===== src/rtl/multi_counter_pkg.sv =====
// Shared constants, load-channel width helper and per-channel operation priority
// for the multi-channel counter and its reference model.
package counter_pkg;

  localparam int MC_NCH   = 4;
  localparam int MC_WIDTH = 8;

  typedef enum logic [2:0] {
    OP_CLR,
    OP_LD,
    OP_UP,
    OP_DN,
    OP_HOLD
  } op_t;

  function automatic int chw(input int n);
    if (n <= 1) return 1;
    else        return $clog2(n);
  endfunction

endpackage


===== src/rtl/multi_counter_if.sv =====
// Control/status bundle for multi_counter. The sat vector only exists when
// MULTI_COUNTER_SAT_EN is defined.
interface multi_counter_if
  import counter_pkg::*;
#(
  parameter int NCH   = MC_NCH,
  parameter int WIDTH = MC_WIDTH
);

  logic [NCH-1:0]       en;
  logic [NCH-1:0]       dir;
  logic [NCH-1:0]       clr;
  logic                 ld;
  logic [chw(NCH)-1:0]  ld_ch;
  logic [WIDTH-1:0]     ld_val;
`ifdef MULTI_COUNTER_SAT_EN
  logic [NCH-1:0]       sat;
`endif
  logic [NCH*WIDTH-1:0] count;
  logic [NCH-1:0]       tc;
  logic [NCH-1:0]       ovf;

`ifdef MULTI_COUNTER_SAT_EN
  modport master (output en, dir, clr, ld, ld_ch, ld_val, sat, input count, tc, ovf);
  modport slave  (input en, dir, clr, ld, ld_ch, ld_val, sat, output count, tc, ovf);
`else
  modport master (output en, dir, clr, ld, ld_ch, ld_val, input count, tc, ovf);
  modport slave  (input en, dir, clr, ld, ld_ch, ld_val, output count, tc, ovf);
`endif

endinterface


===== src/rtl/multi_counter_ch.sv =====
// One counter channel: clear > load > up > down > hold, modulo MAXV+1,
// with sticky overflow and combinational terminal count.
module multi_counter_ch
  import counter_pkg::*;
#(
  parameter int WIDTH = MC_WIDTH,
  parameter int MAXV  = (1 << WIDTH) - 1
) (
  input  logic             clk,
  input  logic             rst,
  input  logic             en,
  input  logic             dir,
  input  logic             clr,
  input  logic             ld,
  input  logic             sat,
  input  logic [WIDTH-1:0] ld_val,
  output logic [WIDTH-1:0] count,
  output logic             ovf,
  output logic             tc
);

  localparam logic [WIDTH-1:0] MAXW = WIDTH'(MAXV);

  op_t  op;
  logic at_max;
  logic at_zero;

  assign at_max  = (count == MAXW);
  assign at_zero = (count == '0);
  assign tc      = dir ? at_max : at_zero;

  always_comb begin
    op = OP_HOLD;
    if (clr)             op = OP_CLR;
    else if (ld)         op = OP_LD;
    else if (en && dir)  op = OP_UP;
    else if (en)         op = OP_DN;
  end

  always_ff @(posedge clk or posedge rst) begin
    if (rst) begin
      count <= '0;
      ovf   <= 1'b0;
    end else begin
      case (op)
        OP_CLR: begin
          count <= '0;
          ovf   <= 1'b0;
        end
        // loads are clipped so the count never leaves 0..MAXV
        OP_LD: count <= (ld_val > MAXW) ? MAXW : ld_val;
        OP_UP: begin
          if (at_max) begin
            ovf <= 1'b1;
            if (!sat) count <= '0;
          end else begin
            count <= count + WIDTH'(1);
          end
        end
        OP_DN: begin
          if (at_zero) begin
            ovf <= 1'b1;
            if (!sat) count <= MAXW;
          end else begin
            count <= count - WIDTH'(1);
          end
        end
        default: ;
      endcase
    end
  end

endmodule


===== src/rtl/multi_counter.sv =====
// NCH-channel up/down counter top: decodes the single load port into per-channel
// strobes. Saturate mode is built in when MULTI_COUNTER_SAT_EN is defined.
module multi_counter
  import counter_pkg::*;
#(
  parameter int NCH   = MC_NCH,
  parameter int WIDTH = MC_WIDTH,
  parameter int MAXV  = (1 << WIDTH) - 1
) (
  input  logic            clk,
  input  logic            rst,
  multi_counter_if.slave  bus
);

  localparam int CHW = chw(NCH);

  logic [NCH-1:0]       ld_hit;
  logic [NCH-1:0]       sat_w;
  logic [NCH*WIDTH-1:0] count_w;
  logic [NCH-1:0]       tc_w;
  logic [NCH-1:0]       ovf_w;

`ifdef MULTI_COUNTER_SAT_EN
  assign sat_w = bus.sat;
`else
  assign sat_w = '0;
`endif

  assign bus.count = count_w;
  assign bus.tc    = tc_w;
  assign bus.ovf   = ovf_w;

  for (genvar i = 0; i < NCH; i++) begin : g_ch
    // an out-of-range ld_ch matches no channel and is dropped
    assign ld_hit[i] = bus.ld && (bus.ld_ch == CHW'(i));

    multi_counter_ch #(
      .WIDTH (WIDTH),
      .MAXV  (MAXV)
    ) u_ch (
      .clk    (clk),
      .rst    (rst),
      .en     (bus.en[i]),
      .dir    (bus.dir[i]),
      .clr    (bus.clr[i]),
      .ld     (ld_hit[i]),
      .sat    (sat_w[i]),
      .ld_val (bus.ld_val),
      .count  (count_w[i*WIDTH +: WIDTH]),
      .ovf    (ovf_w[i]),
      .tc     (tc_w[i])
    );
  end

endmodule


===== src/flat_wrapper.sv =====
// flat-port wrapper written by rule: the top's interface ports become plain ports
module multi_counter_flat import counter_pkg::*;
#(
  parameter int NCH   = MC_NCH,
  parameter int WIDTH = MC_WIDTH,
  parameter int MAXV  = (1 << WIDTH) - 1
)
  (clk, rst, bus_en, bus_dir, bus_clr, bus_ld, bus_ld_ch, bus_ld_val, bus_count, bus_tc, bus_ovf);
  multi_counter_if #(.NCH(NCH), .WIDTH(WIDTH)) bus_i ();
  input  logic clk;
  input  logic rst;
  input wire logic [$bits(bus_i.en)-1:0] bus_en;
  input wire logic [$bits(bus_i.dir)-1:0] bus_dir;
  input wire logic [$bits(bus_i.clr)-1:0] bus_clr;
  input wire logic [$bits(bus_i.ld)-1:0] bus_ld;
  input wire logic [$bits(bus_i.ld_ch)-1:0] bus_ld_ch;
  input wire logic [$bits(bus_i.ld_val)-1:0] bus_ld_val;
  output wire logic [$bits(bus_i.count)-1:0] bus_count;
  output wire logic [$bits(bus_i.tc)-1:0] bus_tc;
  output wire logic [$bits(bus_i.ovf)-1:0] bus_ovf;
  assign bus_i.en = bus_en;
  assign bus_i.dir = bus_dir;
  assign bus_i.clr = bus_clr;
  assign bus_i.ld = bus_ld;
  assign bus_i.ld_ch = bus_ld_ch;
  assign bus_i.ld_val = bus_ld_val;
  assign bus_count = bus_i.count;
  assign bus_tc = bus_i.tc;
  assign bus_ovf = bus_i.ovf;
  multi_counter #(.NCH(NCH), .WIDTH(WIDTH), .MAXV(MAXV)) u_core (.clk(clk), .rst(rst), .bus(bus_i));
endmodule

===== config.mk =====
export PLATFORM = sky130hd
export DESIGN_NAME = multi_counter_flat
export DESIGN_NICKNAME = d
export VERILOG_FILES = /design/src/rtl/multi_counter_pkg.sv /design/src/rtl/multi_counter_if.sv /design/src/rtl/multi_counter_ch.sv /design/src/rtl/multi_counter.sv /design/src/flat_wrapper.sv
export SDC_FILE = /design/constraint.sdc
export NUM_CORES = 1
export LEC_CHECK = 0
export CELL_PAD_IN_SITES_DETAIL_PLACEMENT = 0
export CELL_PAD_IN_SITES_GLOBAL_PLACEMENT = 1
export CORE_ASPECT_RATIO = 1.5
export CORE_MARGIN = 1
export CORE_UTILIZATION = 40
export CTS_BUF_LIST = sky130_fd_sc_hd__clkbuf_4 sky130_fd_sc_hd__clkbuf_8
export DETAILED_ROUTE_END_ITERATION = 6
export MAX_ROUTING_LAYER = met4
export PLACE_DENSITY = 0.93
export SLEW_MARGIN = 10
export SYNTH_ARGS = -nofsm -noshare
export SYNTH_HDL_FRONTEND = slang
export SYNTH_SLANG_ARGS = --single-unit

===== constraint.sdc =====
create_clock -name clk -period 2.4 [get_ports clk]
set_clock_uncertainty 0.2 [all_clocks]
set_input_delay 0.36 -clock clk [delete_from_list [all_inputs] [get_ports clk]]
set_output_delay 0.36 -clock clk [all_outputs]
set_load 0.01 [all_outputs]

### After elaboration in Yosys (flattened, before gate mapping)

Index checks and enable logic that the tools add are counted.
Widths: inputs -> output; s select.

| storage, ports and cells | value |
|---|---|
| flip-flop bits (word level) | 36 |
| latch bits | 0 |
| bits in writable memories | 0 |
| memory bits (read-only) | 0 |
| logic and storage cells | 118 |
| memories kept | 0 |

| cells by class | value |
|---|---|
| add/sub/neg operators | 8 |
| $mul | 0 |
| div/mod/pow operators | 0 |
| order comparisons | 1 |
| equality and inequality tests | 27 |
| shifts and indexed selects | 0 |
| mux-type cells | 45 |
| bitwise gates (word level) | 0 |
| reduce and logical (&&, ||, !) cells | 29 |

Operators with widths:

| kind | number |
|---|---|
| $pmux 8 s4 | 4 |
| $mux 8 | 9 |
| $mux 3 | 16 |
| $add 8x1->8 const B | 4 |
| $eq 8x8->1 const B | 4 |
| $logic_not 8->1 | 4 |
| $sub 8x1->8 const B | 4 |
| $eq 3x2->1 const B | 8 |
| $ne 2x2->1 const B | 8 |
| $reduce_bool 4->1 | 4 |
| $eq 3x1->1 const B | 4 |
| $logic_not 3->1 | 4 |
| $mux 1 | 12 |
| $pmux 1 s3 | 4 |
| $reduce_and 3->1 | 4 |
| $reduce_bool 3->1 | 4 |
| $gt 8x8->1 const B | 1 |
| $logic_and 1x1->1 | 8 |
| $eq 2x2->1 const B | 2 |
| $eq 2x1->1 const B | 1 |
| $logic_not 2->1 | 1 |

### Logic depth before layout (Yosys ltp)

| depth | value |
|---|---|
| depth after elaboration | 7 |
| mapped depth | 7 |

### Cells and area by module

Synthesis repeated with hierarchy kept, for this count alone.

| second synthesis, totals | value |
|---|---|
| cell total of the unflattened synthesis | 483 |
| area total of the unflattened synthesis | 3836.2 um^2 |

By module, submodules not included:

| module | times used | cells an instance | area each (um^2) | seq. area each (um^2) |
|---|---|---|---|---|
| multi_counter_ch (u_core.g_ch[0].u_ch ...) | 3 | 122 | 973.4 | 225.2 |
| multi_counter_ch (u_core.g_ch[1].u_ch) | 1 | 112 | 874.6 | 225.2 |
| multi_counter | 1 | 5 | 41.3 | 0.0 |

### Least setup slack after synthesis

Ideal clock, no wire load.

| path | value |
|---|---|
| path kind | reg-to-output |
| start point | register u_core.g_ch[1].u_ch.count[0] |
| end point | output port bus_tc[1] |
| data arrival time | 1.756 ns |
| setup slack | 0.084 ns |
| cell stages (with the launch flop) | 8 |
| cell sequence | dfrtp_1 -> inv_1 -> ha_1 -> or4b_1 -> buf_2 -> or2_0 -> o21ai_0 -> buf_4 |

| on the way | value |
|---|---|
| cells in the longest elaborated chain, start to end | 2 |
| elaborated cells on any way between the ends | 3 |

Ends and longest elaborated chain:

| item | RTL line | source |
|---|---|---|
| start: declaration | multi_counter_ch.sv:17 | `output logic [WIDTH-1:0] count,` |
| start signal: assignment | multi_counter_ch.sv:51 | `OP_LD: count <= (ld_val > MAXW) ? MAXW : ld_val;` |
| start signal: assignment | multi_counter_ch.sv:57 | `count <= count + WIDTH'(1);` |
| start signal: assignment | multi_counter_ch.sv:65 | `count <= count - WIDTH'(1);` |
| $eq 8x8->1 / $logic_not 8->1 (equally long branches) | multi_counter_ch.sv:28, multi_counter_ch.sv:29 |  |
| $mux 1 * | multi_counter_ch.sv:30 | `assign tc = dir ? at_max : at_zero;` |
| end: declaration | flat_wrapper.sv:19 | `output wire logic [$bits(bus_i.tc)-1:0] bus_tc;` |

Mark *: on every way between the ends. The rest lies on a longest branch, timed or not.

### Final worst setup path

| path | value |
|---|---|
| start point | register u_core.g_ch[1].u_ch.count[1] |
| end point | output port bus_tc[1] |

Same word-level chain as after synthesis.

==> summary.md <==
| Metric | Value |
|---|---|
| Largest vdd supply drop | 398 µV |
| Horiz. Die Dim | 77.5 µm |
| Time the worst path needs with I/O delays and setup | 2.42 ns |
| Critical Setup Path Class | flop to primary output |
| Sum of routed wire length over all layers | 11.2 mm |
| H-tree level count | 2 |
| Hold Vio Cnt, Final | 0 |
| Average cell area after synthesis | 8.02 µm² |
| Data arrival time at the worst-slack endpoint | 1.86 ns |
| CTS Root Buffer Type | sky130_fd_sc_hd__clkbuf_8 |
| P&R area growth vs syn | 38.7% |
| Number of DRC markers in iteration 0 | 275 |
| Number of warnings issued by yosys | 0 |
| Vertical die dimension | 115 µm |
| Ports placed on the boundary | 65 |
| Leakage Power | 1.99 nW |
| Iteration count of the initial detailed-routing pass | 5 |
| Max Root-Sink Buffers | 2 |
| Number of distinct library cells after synthesis | 66 |
| Number of buffers inserted during clock tree synthesis | 5 |
| RSZ-0062 raised after global routing | yes |
| Vias in the first global route | 3730 |
| Instance area after placement | 4570 µm² |
| Cell Pwr Density | 679 nW/µm² |
| Most used cells in the layout excluding fill and tap cells | 80 x sky130_fd_sc_hd__buf_4, 60 x sky130_fd_sc_hd__clkdlybuf4s50_1, 36 x sky130_fd_sc_hd__dfrtp_1 |
| Worst-margin pin slew | 0.659 ns |
| Final-report setup violation count | 1 |
| Share of power burned in the clock network | 15.4% |
| Async S/R FF share, synth | 100% |
| Crit path launch type | flop |
| Type of element capturing the critical path | primary output |
| Total Die Area | 8920 µm² |
| # port buffers | 64 |
| Max stage delay on crit path | 0.45 ns |
| Post-synthesis instance area | 3420 µm² |
| Count of pins over their slew limit | 0 |
| Number of hold buffers added after CTS | 0 |
| Flip-flop and latch count after synthesis | 36 |
| Commonest non-fill, non-tap cell in the layout | sky130_fd_sc_hd__buf_4 |
| Total power of the final layout | 3.22 mW |
| All-Layer GR Usage | 26.7% |
| Internal portion of total power | 1.92 mW |
| Combinational cell fraction of total power | 60.3% |
| Aggregate global routing overflow | 0 |
| CP Cell Sequence | inv_2 > ha_4 > or4b_4 > or2_4 > o21ai_2 > buf_2 |
| Final net count | 574 |
| Mapped Cells | 426 |
| Path class of the lowest-slack min-delay path | primary input to async pin |
| Number of enable-type register cells in the synthesized netlist | 0 |
| Global-route wire length before repair | 18.2 mm |
| Outcome | complete, but fails checks |
| Initial antenna violation count | 0 |
| TritonCTS Sinks | 36 |
| Synth Flop Type | sky130_fd_sc_hd__dfrtp_1 |
| Largest delay share family, worst path | simple AND/OR/NAND/NOR gates |
| Final period utilization | 101% |
| CTS tree | done |
| Detailed-route DRC error count | 0 |
| Worst flop-to-flop path startpoint | u_core.g_ch[2].u_ch.count[0]$_DFFE_PP0P_ |
| Net switching power of the design | 1.30 mW |
| Share of final-layout standard cells stronger than drive strength 1 | 21.4% |
| Sequential cell area fraction in the yosys report | 26.4% |
| Starting density of the core | 41.9% |
| Final weighted congestion in routability-driven placement | 0.916 |
| Min setup slack post-route | -0.0244 ns |
| Max-capacitance violation count | 0 |
| # diodes | 0 |
| Slew Limit Headroom | 55.7% |
| Sequential share of power | 24.3% |
| Critical path's slowest cell | sky130_fd_sc_hd__or4b_4 |
| Detailed-placement wirelength estimate | 8.31 mm |
| Largest net degree at the start of global routing | 37 |
| Critical Path Fanout Max | 2 |
| Source of the critical timing path | u_core.g_ch[1].u_ch.count[1]$_DFFE_PP0P_ |
| Achievable clock frequency | 412 MHz |
| Placeable Area | 8160 µm² |
| Average vias per placed instance | 6.06 |
| Violations in the final reports | setup timing |
| Post-route cell area | 4740 µm² |
| Antenna-violating nets left | 0 |
| Clock latency reported for the late side of the worst-skew pair | 0.30 ns |
| Synthesized Nets | 463 |
| Net switching fraction of the power | 40.4% |
| Endpoint required time on the critical path | 1.84 ns |
| CTS clk-pin slew, worst paths | 0.08 ns |
| Count of fill cells added during filler insertion | 737 |
| Count of standard-cell rows | 40 |
| Total buffers and inverters traversed by the critical path | 2 |
| Wirelength per Cell | 17.4 µm |
| Via total after detailed routing | 3899 |
==> sequential cells by signal, indices dropped and copies added, names as in the netlist <==
register	count
u_core.g_ch.u_ch.ovf	4
u_core.g_ch.u_ch.count	32
==> worst min-delay path, cell delays in order <==
cell and delay, ns:
sky130_fd_sc_hd__clkdlybuf4s50_1 0.40, sky130_fd_sc_hd__inv_1 0.05, sky130_fd_sc_hd__buf_4 0.42
==> through the flow <==
step           hold WS, ns  setup WS (ns)  utilization (%)  setup TNS, ns  cells
6_report             0.282        -0.0244             58.1        -0.0244    643
5_1_grt              0.344        -0.0832             58.1        -0.0930    643
4_1_cts              0.301        -0.0744             57.6        -0.0744    640
3_5_place_dp         0.296         -0.145             56.0         -0.424    632
3_3_place_gp         0.291         -0.130             56.0         -0.270    632
2_1_floorplan        0.223         0.0840                -              0    426
==> power groups by stage <==
stage                     Clock, mW  Sequential, mW  Combinational, mW
after floorplan                   0           0.878              0.945
after global placement            0           0.778               1.76
after detailed placement          0           0.784               1.81
after CTS                     0.497           0.776               1.85
after global routing          0.523           0.793               2.10
final                         0.497           0.782               1.94
==> path summary, 6_finish.rpt <==
check,end,slack (ns),depth (start not counted)
worst max register to register,u_core.g_ch[2].u_ch.count[5]$_DFFE_PP0P_,0.20,6
min in group clk,u_core.g_ch[0].u_ch.ovf$_DFFE_PP0P_,0.32,1
worst min-delay path,u_core.g_ch[2].u_ch.count[5]$_DFFE_PP0P_,0.28,3
worst min register to register,u_core.g_ch[0].u_ch.ovf$_DFFE_PP0P_,0.32,1
worst max-delay path,bus_tc[1],-0.02,6
max in group asynchronous,u_core.g_ch[3].u_ch.count[6]$_DFFE_PP0P_,1.37,3
==> cell type report <==
type	count	area [µm²]	area share, %
sequential	36	901	19.0
timing repair buffer	144	1220	25.8
clock buffer	7	90.1	1.90
clock inverter	1	7.51	0.158
multi-input combinational	325	2290	48.4
inverter	25	93.8	1.98
tap	105	131	2.77
==> routing by layer <==
layer / wire (µm) / GRT usage (%) / share of wire (%) / vias to the layer above
met3: 584 / 3.65 / 5.2 / 35
met4: 380 / 12.8 / 3.4 / 0
met2: 5830 / 46.4 / 52 / 160
li1: - / - / - / 1850
met1: 4410 / 29.9 / 39 / 1854
met5: 0 / - / 0 / -
==> repair_timing <==
| item | in CTS | in global routing |
|---|---|---|
| endpoints found under the setup margin | 4 | 3 |
| pin swaps | 3 | 6 |
| buffers inserted | 0 | 3 |
| resized for setup | 25 | 13 |
==> synth_stat cells, types with 9 or more instances <==
library cell / n / area [µm²]
sky130_fd_sc_hd__dfrtp_1: 36 / 901
sky130_fd_sc_hd__clkbuf_1: 27 / 101
sky130_fd_sc_hd__inv_1: 25 / 93.8
sky130_fd_sc_hd__nand3_1: 24 / 120
sky130_fd_sc_hd__nor2_1: 22 / 82.6
sky130_fd_sc_hd__nand2_1: 20 / 75.1
sky130_fd_sc_hd__o211ai_1: 19 / 143
sky130_fd_sc_hd__o21ai_0: 17 / 85.1
sky130_fd_sc_hd__a21oi_1: 15 / 75.1
sky130_fd_sc_hd__a22oi_1: 15 / 113
sky130_fd_sc_hd__nor3_1: 15 / 75.1
sky130_fd_sc_hd__ha_1: 12 / 150
sky130_fd_sc_hd__nand4_1: 10 / 62.6
sky130_fd_sc_hd__o21ai_1: 10 / 50.1
sky130_fd_sc_hd__or3_1: 9 / 56.3
==> kinds of logic after synthesis <==
group | after synthesis | synth area share (%)
and+or+nand+nor | 158 | 27.3
DFF | 36 | 26.4
muxes | 2 | 0.586
adders and majority gates | 12 | 4.39
xor gates and xnor gates | 12 | 3.08
buffers and inverters | 65 | 8.57
AOI/OAI and AO/OA | 141 | 29.7
Power figures use the tool's default switching activity.
==> edit, RTL diff (same flow settings) <==
Make the reset (`rst`) synchronous in one clocked block.
--- a/src/rtl/multi_counter_ch.sv
+++ b/src/rtl/multi_counter_ch.sv
@@ -38,5 +38,5 @@
   end
 
-  always_ff @(posedge clk or posedge rst) begin
+  always_ff @(posedge clk) begin
     if (rst) begin
       count <= '0;
Behaviour: differs if rst is asserted again (counterexample within 4 cycles, from zero or initial values and one cycle with rst high); with rst held inactive, the same outputs for 4 cycles.
==> edit against the original RTL <==
Via count is 2.7% higher; global-route usage rose by 0.25 points; design area shrank 2.5%; synthesized cell count rose by 10%; critical path depth unchanged; maximum frequency increased by 4.3%; core utilization decreased by 2.9 points; wire length is 2.2% higher; area after synthesis grew 0.73%; largest cell class unchanged; setup slack better by 0.10 ns; sequential cell count unchanged.
Power is not compared: it rests on default switching activity, and its combinational part moved more than twofold at a synthesized area within 25%.
==> edit: results <==
export IMPL_finalNonFillerCells=673
export IMPL_grt_pass1_vias=3881
export IMPL_slowest_delay_ns=0.41
export IMPL_vias_per_cell=5.95
export IMPL_critPathSlowestCell="or3b_4"
export IMPL_rr_worst_depth=8
export IMPL_r2r_start="u_core.g_ch[0].u_ch.count[1]$_SDFFE_PP0P_"
export IMPL_grt_pass1_wl_um=18500
export IMPL_insertedDiodeCount=0
export IMPL_rrSetupSlack_ns=0.40
export IMPL_whs_ns=0.268
export IMPL_ir_worst_vdd_mv=0.261
export IMPL_ys_flop_type="dfxtp_1"
export IMPL_hold_path_class="reg2reg"
export IMPL_crit_path_start="u_core.g_ch[1].u_ch.count[1]$_SDFFE_PP0P_"
export IMPL_drive_above_1_share_pct=16.6
export IMPL_synth_nets=506
export IMPL_yosysSeqAreaShare_pct=20.9
export IMPL_run_status="completed"
export IMPL_ys_async_sr_fraction_pct=0
export IMPL_crit_fanout=3
export IMPL_clk_latency_ns=0.30
export IMPL_cp_arrival_ns=1.76
export IMPL_place_worst_setup_slack_ns=-0.0114
export IMPL_synth_area_leaders="dfxtp_1 21%, a21oi_1 6.3%, ha_1 4.4%"
export IMPL_dp_hpwl_um=8870
export IMPL_grt_use_total_pct=26.9
export IMPL_initialDrtViolationCount=318
export IMPL_place_area_mm2=0.00450
export IMPL_grt_max_degree=15
export IMPL_routed_wl_um=11400
export IMPL_nNetsFinal=603
export IMPL_worst_pin_slew_ns=0.496
export IMPL_ys_types=72
export IMPL_period_share_pct=96.8
export IMPL_r2r_end="u_core.g_ch[0].u_ch.count[3]$_SDFFE_PP0P_"
export IMPL_synth_common_cells="43 x a21oi_1, 39 x nand2_1, 36 x dfxtp_1"
## edit: cell count changes after synthesis, moves of 10 or more
cell	delta
o21ai_0	+13
a21oi_1	+28
nand2_1	+19
o211ai_1	-11
buf_2	+10
a22oi_1	-12
nor2_1	+11
dfxtp_1	+36
dfrtp_1	-36
## edit: per-layer routing
| metal | vias to the layer above | global-route usage, % | part of all wire [%] |
|---|---|---|---|
| met2 | 157 | 47.7 | 50 |
| met1 | 1887 | 30.1 | 41 |
| met4 | 0 | 11.7 | 3.4 |
| met5 | - | - | 0 |
| li1 | 1927 | - | - |
| met3 | 33 | 3.54 | 5.2 |
## edit: what timing repair did
action	CTS	global route
setup buffers	1	0
gates cloned	0	0
pin swaps	0	1
endpoints found under the setup margin	4	2
gates resized for setup	6	5
## edit: cell families after synthesis
| family | after synthesis | share of synthesized area [%] |
|---|---|---|
| compound gates | 153 | 29.1 |
| xor+xnor | 24 | 6.11 |
| fa+ha+maj | 12 | 4.36 |
| buf+inv | 60 | 8.11 |
| flops | 36 | 20.9 |
| mux | 2 | 0.582 |
| simple gates | 182 | 30.8 |
## edit: final cells by class
class | instances | area, um^2 | share of cell area (%)
Clock buffer | 7 | 96.3 | 2.09
Inverter | 19 | 71.3 | 1.54
Multi-Input combinational cell | 373 | 2450 | 53.1
Sequential cell | 36 | 723 | 15.7
Tap cell | 107 | 134 | 2.90
Timing Repair Buffer | 131 | 1140 | 24.7
## edit: power by group
group / leakage [nW] / internal [mW] / switching, mW
clock: 0.0503 / 0.256 / 0.235
sequential: 0.295 / 0.631 / 0.0455
combinational: 1.42 / 0.365 / 0.379
## edit: worst max path at each step
stage | end | cells after the start
after floorplan | bus_tc[1] | 7
after CTS | bus_tc[3] | 7
after global routing | bus_tc[2] | 6
after global placement | u_core.g_ch[0].u_ch.ovf$_SDFFE_PP0P_ | 6
final | bus_tc[1] | 6
after detailed placement | u_core.g_ch[3].u_ch.count[0]$_SDFFE_PP0P_ | 6
